`src/rtl/kanji_rom_fetch.sv`:
```
// kanji_rom_fetch: read-return stage behind the Kanji/Hangul font device.
// Turns the device's one-shot RAM request into a handshaked byte read on the
// shared SDRAM port. It holds the CPU in wait until the byte returns, then
// presents the byte for the rest of the I/O read cycle.
// Optional feature macro: KANJI_PREFETCH_EN (one-entry next-byte prefetch buffer).
module kanji_rom_fetch #(
  parameter int unsigned ADDR_W  = 27,
  parameter int unsigned TIMEOUT = 255
) (
  input  logic              clk,
  input  logic              reset,
  input  logic              i_dev_cs,
  input  logic [ADDR_W-1:0] i_dev_addr,
  input  logic              i_cpu_rd,
  output logic              o_cpu_wait,
  output logic [7:0]        o_cpu_data,
  output logic              o_cpu_data_oe,
  output logic              o_mem_rd,
  output logic [ADDR_W-1:0] o_mem_addr,
  input  logic              i_mem_ack,
  input  logic              i_mem_valid,
  input  logic [7:0]        i_mem_rdata,
  output logic              o_timeout_err
);

  typedef enum logic [1:0] {StIdle, StIssue, StWait, StDone} state_e;

  // Last count value before the read is abandoned (ISSUE+WAIT spans TIMEOUT cycles).
  localparam logic [15:0] TmoLast = 16'(TIMEOUT - 1);

  state_e            r_state, w_state_nxt;
  logic              r_mem_rd, w_mem_rd_nxt;
  logic [ADDR_W-1:0] r_mem_addr, w_mem_addr_nxt;
  logic [7:0]        r_cpu_data, w_cpu_data_nxt;
  logic [15:0]       r_tcnt, w_tcnt_nxt;
  logic              r_err, w_err_nxt;

  logic              w_busy;
  logic              w_data_in;
  logic              w_tmo;
  logic              w_dev_wait;
  logic              w_busy_demand;

`ifdef KANJI_PREFETCH_EN
  logic              r_is_pf, w_is_pf_nxt;          // outstanding read is a prefetch
  logic              r_pend, w_pend_nxt;            // demand queued behind a prefetch
  logic [ADDR_W-1:0] r_pend_addr, w_pend_addr_nxt;
  logic [ADDR_W-1:0] r_pf_addr, w_pf_addr_nxt;
  logic [7:0]        r_pf_data, w_pf_data_nxt;
  logic              r_pf_valid, w_pf_valid_nxt;
  logic              r_last_ok, w_last_ok_nxt;      // last demand read returned real data

  logic              w_hit;
  logic              w_pf_claim;
  logic              w_pf_miss;
  logic              w_as_pf;
  logic [ADDR_W-1:0] w_next_addr;

  // Next byte wraps inside the 32-byte glyph row, like the device auto-increment.
  assign w_next_addr = {r_mem_addr[ADDR_W-1:5], r_mem_addr[4:0] + 5'd1};
  assign w_hit       = (r_state == StIdle) && r_pf_valid && (i_dev_addr == r_pf_addr);
  assign w_pf_claim  = r_is_pf && !r_pend && i_dev_cs && (i_dev_addr == r_pf_addr);
  assign w_pf_miss   = r_is_pf && !r_pend && i_dev_cs && (i_dev_addr != r_pf_addr);
  assign w_as_pf     = r_is_pf && !w_pf_claim;
`endif

  assign w_busy    = (r_state == StIssue) || (r_state == StWait);
  assign w_data_in = ((r_state == StIssue) && i_mem_ack && i_mem_valid) ||
                     ((r_state == StWait) && i_mem_valid);
  // Returned data wins over an expiring count; a bare ack does not.
  assign w_tmo     = w_busy && !w_data_in && (r_tcnt == TmoLast);

`ifdef KANJI_PREFETCH_EN
  assign w_dev_wait    = i_dev_cs && !w_hit;
  assign w_busy_demand = w_busy && (!r_is_pf || r_pend);
`else
  assign w_dev_wait    = i_dev_cs;
  assign w_busy_demand = w_busy;
`endif

  assign o_cpu_wait    = w_dev_wait || w_busy_demand;
  assign o_cpu_data    = r_cpu_data;
  assign o_cpu_data_oe = (r_state == StDone);
  assign o_mem_rd      = r_mem_rd;
  assign o_mem_addr    = r_mem_addr;
  assign o_timeout_err = r_err;

  // State register; async reset also drops mem_rd and cpu_wait mid-transaction.
  always_ff @(posedge clk or posedge reset) begin
    if (reset) begin
      r_state     <= StIdle;
      r_mem_rd    <= 1'b0;
      r_mem_addr  <= '1;
      r_cpu_data  <= 8'hFF;
      r_tcnt      <= '0;
      r_err       <= 1'b0;
`ifdef KANJI_PREFETCH_EN
      r_is_pf     <= 1'b0;
      r_pend      <= 1'b0;
      r_pend_addr <= '0;
      r_pf_addr   <= '0;
      r_pf_data   <= 8'hFF;
      r_pf_valid  <= 1'b0;
      r_last_ok   <= 1'b0;
`endif
    end else begin
      r_state     <= w_state_nxt;
      r_mem_rd    <= w_mem_rd_nxt;
      r_mem_addr  <= w_mem_addr_nxt;
      r_cpu_data  <= w_cpu_data_nxt;
      r_tcnt      <= w_tcnt_nxt;
      r_err       <= w_err_nxt;
`ifdef KANJI_PREFETCH_EN
      r_is_pf     <= w_is_pf_nxt;
      r_pend      <= w_pend_nxt;
      r_pend_addr <= w_pend_addr_nxt;
      r_pf_addr   <= w_pf_addr_nxt;
      r_pf_data   <= w_pf_data_nxt;
      r_pf_valid  <= w_pf_valid_nxt;
      r_last_ok   <= w_last_ok_nxt;
`endif
    end
  end

  // Next-state logic: request issue, ack/data handshake, timeout, read-cycle hold.
  always_comb begin
    w_state_nxt     = r_state;
    w_mem_rd_nxt    = r_mem_rd;
    w_mem_addr_nxt  = r_mem_addr;
    w_cpu_data_nxt  = r_cpu_data;
    w_tcnt_nxt      = r_tcnt;
    w_err_nxt       = r_err;
`ifdef KANJI_PREFETCH_EN
    w_is_pf_nxt     = r_is_pf;
    w_pend_nxt      = r_pend;
    w_pend_addr_nxt = r_pend_addr;
    w_pf_addr_nxt   = r_pf_addr;
    w_pf_data_nxt   = r_pf_data;
    w_pf_valid_nxt  = r_pf_valid;
    w_last_ok_nxt   = r_last_ok;
`endif
    unique case (r_state)
      StIdle: begin
        if (i_dev_cs) begin
`ifdef KANJI_PREFETCH_EN
          if (w_hit) begin
            w_cpu_data_nxt = r_pf_data;
            w_pf_valid_nxt = 1'b0;
            w_last_ok_nxt  = 1'b1;
            w_state_nxt    = StDone;
          end else begin
            w_pf_valid_nxt = 1'b0;
            w_mem_addr_nxt = i_dev_addr;
            w_mem_rd_nxt   = 1'b1;
            w_tcnt_nxt     = '0;
            w_state_nxt    = StIssue;
          end
`else
          w_mem_addr_nxt = i_dev_addr;
          w_mem_rd_nxt   = 1'b1;
          w_tcnt_nxt     = '0;
          w_state_nxt    = StIssue;
`endif
        end
      end
      StIssue, StWait: begin
        w_tcnt_nxt = r_tcnt + 16'd1;
`ifdef KANJI_PREFETCH_EN
        if (w_pf_claim) begin
          w_is_pf_nxt = 1'b0;
        end else if (w_pf_miss) begin
          w_pend_nxt      = 1'b1;
          w_pend_addr_nxt = i_dev_addr;
        end
`endif
        if (w_data_in || w_tmo) begin
          w_mem_rd_nxt = 1'b0;
`ifdef KANJI_PREFETCH_EN
          if (w_as_pf) begin
            w_is_pf_nxt = 1'b0;
            if (r_pend || w_pf_miss) begin
              // Drop the prefetch result and start the queued demand read.
              w_pend_nxt     = 1'b0;
              w_mem_addr_nxt = r_pend ? r_pend_addr : i_dev_addr;
              w_mem_rd_nxt   = 1'b1;
              w_tcnt_nxt     = '0;
              w_state_nxt    = StIssue;
            end else begin
              w_pf_valid_nxt = w_data_in;
              w_pf_data_nxt  = i_mem_rdata;
              w_state_nxt    = StIdle;
            end
          end else begin
            w_last_ok_nxt  = w_data_in;
            w_cpu_data_nxt = w_data_in ? i_mem_rdata : 8'hFF;
            w_err_nxt      = r_err || w_tmo;
            w_state_nxt    = StDone;
          end
`else
          w_cpu_data_nxt = w_data_in ? i_mem_rdata : 8'hFF;
          w_err_nxt      = r_err || w_tmo;
          w_state_nxt    = StDone;
`endif
        end else if ((r_state == StIssue) && i_mem_ack) begin
          w_mem_rd_nxt = 1'b0;
          w_state_nxt  = StWait;
        end
      end
      StDone: begin
        if (!i_cpu_rd) begin
`ifdef KANJI_PREFETCH_EN
          if (r_last_ok) begin
            w_pf_addr_nxt  = w_next_addr;
            w_mem_addr_nxt = w_next_addr;
            w_mem_rd_nxt   = 1'b1;
            w_tcnt_nxt     = '0;
            w_is_pf_nxt    = 1'b1;
            w_pf_valid_nxt = 1'b0;
            w_state_nxt    = StIssue;
          end else begin
            w_state_nxt = StIdle;
          end
`else
          w_state_nxt = StIdle;
`endif
        end
      end
      default: w_state_nxt = StIdle;
    endcase
  end

endmodule

```
`config.mk`:
```
export PLATFORM = sky130hd
export DESIGN_NAME = kanji_rom_fetch
export DESIGN_NICKNAME = d
export VERILOG_FILES = /design/src/rtl/kanji_rom_fetch.sv
export SDC_FILE = /design/constraint.sdc
export NUM_CORES = 1
export LEC_CHECK = 0
export ABC_AREA = 1
export BUFFER_PORTS_ARGS = -buffer_cell sky130_fd_sc_hd__buf_2
export CORE_ASPECT_RATIO = 0.6
export CORE_UTILIZATION = 51
export DETAILED_ROUTE_END_ITERATION = 10
export PLACE_DENSITY = 0.79
export SLEW_MARGIN = 20
export SYNTH_ARGS = -nofsm -noshare
export SYNTH_HDL_FRONTEND = slang
export SYNTH_SLANG_ARGS = --single-unit
```
`constraint.sdc`:
```
create_clock -name clk -period 2.3 [get_ports clk]
set_input_delay 0.46 -clock clk [delete_from_list [all_inputs] [get_ports clk]]
set_output_delay 0.46 -clock clk [all_outputs]
set_load 0.005 [all_outputs]
```
==> results of run 1 <==
worst max-delay path, cell delays in order (launching register included):
cell	delay (ps)
sky130_fd_sc_hd__dfrtp_1	410
sky130_fd_sc_hd__inv_1	80
sky130_fd_sc_hd__ha_1	440
sky130_fd_sc_hd__or2_2	340
sky130_fd_sc_hd__buf_2	130
metrics by stage:
step | util, % | hold slack, ps | total power, mW
4_1_cts | 66.6 | 165 | 3.82
5_1_grt | 66.6 | 182 | 4.09
6_report | 66.6 | 159 | 3.79
2_1_floorplan | - | 446 | 2.78
3_5_place_dp | 64.7 | 450 | 3.28
3_3_place_gp | 64.7 | 448 | 3.21
cells by family after synthesis:
group	count (synthesis)	share of synthesized area [%]
flip-flops	55	53.9
buffers and inverters	45	7.65
AO/OA/AOI/OAI	33	6.94
adder cells (fa/ha/maj)	6	2.85
AND/OR/NAND/NOR	178	28.3
XOR/XNOR	1	0.333
routing by layer:
layer	global-route usage, %	wire (microns)	up-vias
li1	-	-	1137
met1	33.0	2830	1009
met2	33.9	2480	93
met3	5.64	402	8
met4	6.49	78	0
met5	0	0	-
registers in the layout, summed over array words and instances (netlist names):
name           cells
r_state            2
o_timeout_err      1
o_mem_addr        27
o_mem_rd           1
o_cpu_data         8
r_tcnt            16
area by class of cell:
| class | count | area, sq um | area share [%] |
|---|---|---|---|
| clock buffer | 5 | 68.8 | 2.17 |
| clock inverter | 3 | 22.5 | 0.711 |
| inverter | 36 | 140 | 4.43 |
| multi-input combinational | 218 | 1010 | 32.0 |
| sequential | 55 | 1420 | 44.9 |
| tap | 63 | 78.8 | 2.49 |
| timing repair buffer | 81 | 423 | 13.4 |
cells in the mapped netlist (all sizes together):
cell    count  area (sq um)
nand2     126           488
ha          6          75.1
xor2        1          8.76
or2         2          12.5
a31oi       1          6.26
o21bai      1          7.51
clkbuf      2          7.51
a21oi      17          85.1
a21o        1          7.51
dfrtp      20           500
buf         7          53.8
nor3        4          31.3
o21ai      13          76.3
dfstp      35           920
nand4       7          50.1
nand3       8          40.0
nor2       31           124
clkinv      2          7.51
inv        34           133
worst max-delay path by stage:
stage | endpoint | cells after the start | startpoint | slack, ps
5_1_grt | r_tcnt[9] | 10 | r_state[0] | 20
2_1_floorplan | o_mem_rd | 1 | reset | 550
6_report | o_cpu_wait | 4 | r_state[0] | 130
4_1_cts | o_cpu_wait | 4 | r_state[0] | 110
3_3_place_gp | r_tcnt[11] | 11 | r_state[0] | 390
3_5_place_dp | r_tcnt[11] | 11 | r_state[0] | 260
report_power, final:
group	switching, mW	internal, mW
registers	0.218	1.53
clock network	0.312	0.219
logic	0.915	0.600
total	1.44	2.34
==> results.txt, run 1 <==
The actual slew at the worst max-slew pin came out at 738 ps. The number of hold-slack violations in the final timing report is 0. The flow ran to the end, and the final reports show no timing, DRC or antenna violations. The area overhead of the layout relative to synthesis is 20.2%. 80 I/O pins were placed. The pre-CTS worst setup slack is 262 ps. The cell area after synthesis came out at 2630 sq um. The worst setup path is launched from a register. The required arrival time at the worst endpoint came out at 1840 ps. The endpoint identified for the worst register-to-register timing path is r_tcnt[9]. The number of iterations in the first detailed-routing pass came out at 4.

The final standard cell area without fillers came out at 3170 sq um. The highest net fanout along the worst path is 10. The diode insertion count for antenna repair came out at 0. The post-synthesis sequential element count came out at 55.

In this run the number of H-tree levels came out at 2. The largest vdd supply drop came out at 700 uV. The area of placed instances is 3070 sq um. In this run, CTS created clock tree buffers numbering 5. The layout net count is 444. The non-filler instance count after layout is 461. The commonest non-fill, non-tap cell in the layout is sky130_fd_sc_hd__nand2_1. The number of cells traversed by the worst register-to-register path is 10. The via count came out at 2247. The number of instances in the synthesized netlist is 318. The global placement routability congestion came out at 0.854. The initial antenna violation count is 0. The synthesized net count came out at 365. In the final timing run, aggregate negative setup slack is 0 ps. After clock tree synthesis, the clock-pin slew on the worst setup and hold paths is 100 ps.

The total number of yosys warnings is 0. The final HPWL from detailed placement came out at 4.36 mm. The die boundary height came out at 57.7 microns. The total number of clock tree sinks came out at 55.

The quantity of gates resized following cts came out at 0. The via count of the first global-routing pass came out at 2048. The data arrival time at the worst-slack endpoint is 1710 ps.

Measured against its own limit, the worst slew margin works out to 50.5%. The global-route congestion overflow total is 0. The starting density of the core is 55.4%.

The die covers 5470 sq um. The power per unit of standard cell area came out at 1200 nW/um^2. The maximum number of pins on one net before global-route repair is 33. Hold repair after CTS inserted 0 buffers. The CTS tree is done.

The number of vias per cell came out at 4.87. The sequential share of the synthesized area came out at 53.9%. Across the routed clock network, the largest skew measured is 6.59 ps. The critical path start-end classification is reg2out. The classification of the worst-slack hold path is in2async. The number of buffers on the longest clock path came out at 2. Counting distinct cell types in the post-synthesis netlist gives 29. The layout has 433 filler cells.

The detailed-route wire length per cell is 12.6 microns. The number of slew-limit violations in the final report came out at 0. The setup slack of the most critical reg-to-reg path came out at 200 ps. In the finished design, the share of the clock period the worst path needs comes to 94.3%.

The first global-routing pass estimated 9.45 mm of wire. After layout, the minimum clock period comes to 2170 ps. Global routing used 22.6% of the available tracks. In the layout the commonest cells are sky130_fd_sc_hd__nand2_1 (122), sky130_fd_sc_hd__buf_2 (79), sky130_fd_sc_hd__dfstp_2 (35). The kind of capture point of the worst setup path is a primary output.

The launching point of the worst reg2reg path is r_state[0]. The post-route netlist has 34.9% of its cells at a drive strength greater than 1. The post-CTS setup repair buffer count is 0.

The total setup violations reported at the end of the flow is 0. The standby leakage power came out at 1.75 nW. The clock latency on the worst-skew pair is 310 ps.

The fmax came out at 461 MHz. The count of buffers from port buffering came out at 79. CTS placed an instance of sky130_fd_sc_hd__clkbuf_8 at the clock tree root. The horizontal die dimension came out at 94.8 microns.

The violation count after the first detailed-route iteration came out at 156. The placeable core area is 4750 sq um. For this run, design rule violations remaining after detail routing come to 0. Max-cap violations in this run came to 0. The worst setup slack after layout is 131 ps. The count of antenna-violating nets left after detailed routing came out at 0. Averaged over all synthesized cells, the footprint is 8.28 sq um. The floorplan has 19 rows. Wires add up to 5.80 mm. After detailed placement, the design holds a cell count of 453. Setup repair after global routing left no endpoint under its margin.
Note: power is estimated with default switching activity, not from simulation.
==> run 2, diff against run 1 <==
--- a/config.mk
+++ b/config.mk
@@ -11,6 +11,7 @@
 export CORE_UTILIZATION = 51
 export DETAILED_ROUTE_END_ITERATION = 10
 export PLACE_DENSITY = 0.79
+export RECOVER_POWER = 100
 export SLEW_MARGIN = 20
 export SYNTH_ARGS = -nofsm -noshare
 export SYNTH_HDL_FRONTEND = slang
==> run 2 against run 1 <==
Net effect: non-clock buffer count unchanged; clock power about the same; fmax about the same; clock skew about the same; power down 1.2%; hold slack better by 130 ps; largest cell class unchanged; largest power group unchanged.
==> results.txt, run 2 (synthesis gave the netlist of run 1 again) <==
The count of buffers from port buffering is 79. The layout net count is 444. The fraction of layout cells with a size suffix above 1 is 29.4%.

The post-CTS setup repair buffer count came out at 0. The sum of routed wire length over all layers came out at 5.78 mm. The CTS buffer count is 5. The clock latency on the worst-skew pair came out at 310 ps. The number of buffers on the longest clock path is 2.

The count of antenna-violating nets left after detailed routing came out at 0. The global placement routability congestion came out at 0.854. The first global-routing pass estimated 9.45 mm of wire.

In the finished design, the share of the clock period the worst path needs comes to 94.4%. In the global route stage, overall resource usage came out at 22.6%. The data arrival time at the worst-slack endpoint is 1710 ps.

For the pin with the worst max-slew slack, the measured transition is 806 ps. STA classifies the critical path endpoint as a primary output. The layout has 444 filler cells. The horizontal die dimension came out at 94.8 microns. The placeable core area is 4750 sq um.

Across the VDD grid, the largest voltage drop is 693 uV. The worst pin sits at a relative slew slack of 46.2%. Setup repair after global routing left no endpoint under its margin. The via count is 2224. The highest net fanout along the worst path is 10.

The root buffer cell is sky130_fd_sc_hd__clkbuf_8. During I/O placement, the number of pins put on the boundary was 80. Clock skew on the completed layout was measured at 6.77 ps. The starting density of the core came out at 55.4%. The number of flip-flops in the largest register is 27. The initial antenna violation count is 0. The internal power contribution came out at 2.30 mW. The floorplan step defined a die boundary enclosing 5470 sq um.

The net switching component of the power is 1.44 mW. The count of H-tree levels built during CTS came out at 2. The final sum of negative setup slack is 0 ps. The critical path's top delay family is adder cells.

After detailed routing, the number of vias per cell comes to 4.82. The maximum number of pins on one net before global-route repair came out at 33. The floorplan has 19 rows. The commonest non-fill, non-tap cell in the layout is sky130_fd_sc_hd__nand2_1.

The fmax came out at 461 MHz. The number of maximum-capacitance constraint violations is 0. Summed over all layers, the global routing overflow is 0. The detailed-route wire length per cell came out at 12.5 microns. The post-detailed-route DRC marker count is 0. The shortest period the worst path allows is 2170 ps.

The setup path with the least slack is of type reg2out. The combinational power share is 39.5%. The cts-stage hold buffer count is 0. The total setup violations reported at the end of the flow is 0. The area overhead of the layout relative to synthesis is 18.4%. The number of iterations in the first detailed-routing pass is 4. The violation count after the first detailed-route iteration is 144. In this run the worst hold path is classified as in2async. The diode insertion count for antenna repair is 0. The number of slew-limit violations in the final report is 0.

The count of buffering cells on the critical path with inverters included is 2. The signal on the critical path passes through inv_1 > ha_1 > or2_2 > buf_2. The worst setup path is launched from a register. The final HPWL from detailed placement is 4.36 mm. The fraction of power spent switching nets is 38.5%. The die boundary height came out at 57.7 microns.

The CTS tree is done. The number of hold-slack violations in the final timing report is 0. Once layout is complete, the utilization of the core stands at 65.6%. The run finished with clean final reports. Once the clock tree was built, the resizer swapped 0 gates to a different size. After clock tree synthesis, the clock-pin slew on the worst setup and hold paths is 100 ps. The required arrival time at the worst endpoint came out at 1840 ps. In this design, the stage delay of the slowest critical-path cell is 440 ps. The standby leakage power is 1.69 nW. The cell with the biggest individual delay on the critical path is sky130_fd_sc_hd__ha_1. In the layout the commonest cells are sky130_fd_sc_hd__nand2_1 (123), sky130_fd_sc_hd__buf_2 (66), sky130_fd_sc_hd__nor2_1 (31). The via count of the first global-routing pass is 2048. The clock share of power is 14.2%.

The total number of clock tree sinks is 55. The power share of the sequential group came out at 46.3%. The power per unit of standard cell area is 1200 nW/um^2.
[run 2: path summary, 6_finish.rpt]
path                       cells past startpoint      startpoint  slack [ps]             end
setup / recovery                               4      r_state[0]         130      o_cpu_wait
hold / removal                                 2           reset         290      r_tcnt[11]
setup reg to reg                              10      r_state[0]         210       r_tcnt[9]
hold reg to reg                                2   o_cpu_data[5]         460   o_cpu_data[5]
max in group asynchronous                      3           reset         780      r_state[1]
min in group clk                               3  i_dev_addr[12]         330  o_mem_addr[12]
[run 2: routing by layer]
layer	part of all wire (%)	global-route usage (%)
met5	0	0
met4	1.3	6.49
met3	6.7	5.64
met2	42	33.9
met1	49	33.0
[run 2: power by group through the flow]
stage	sequential, mW	combinational [mW]	clock, mW
2_1_floorplan	1.77	1.01	0
3_3_place_gp	1.74	1.47	0
3_5_place_dp	1.75	1.53	0
4_1_cts	1.74	1.53	0.547
5_1_grt	1.77	1.68	0.592
6_report	1.74	1.48	0.532
[run 2: final cells by class]
class | instances | area, sq um | share of cell area, %
repair buffers | 81 | 392 | 12.6
multi-input cells | 218 | 996 | 31.9
well taps | 63 | 78.8 | 2.53
inverters | 36 | 140 | 4.49
clock inverters | 3 | 22.5 | 0.722
clock buffers | 5 | 68.8 | 2.21
flip-flops and latches | 55 | 1420 | 45.5
[run 2: per-stage QoR]
stage / instances / hold slack [ps] / power, mW / worst slack, ps / instance area [sq um]
floorplan: 318 / 446 / 2.78 / 555 / 2630
global placement: 453 / 448 / 3.21 / 393 / 3070
detailed placement: 453 / 450 / 3.28 / 262 / 3070
CTS: 461 / 165 / 3.82 / 114 / 3170
global route: 461 / 313 / 4.04 / 17.9 / 3120
finish: 461 / 289 / 3.74 / 130 / 3120
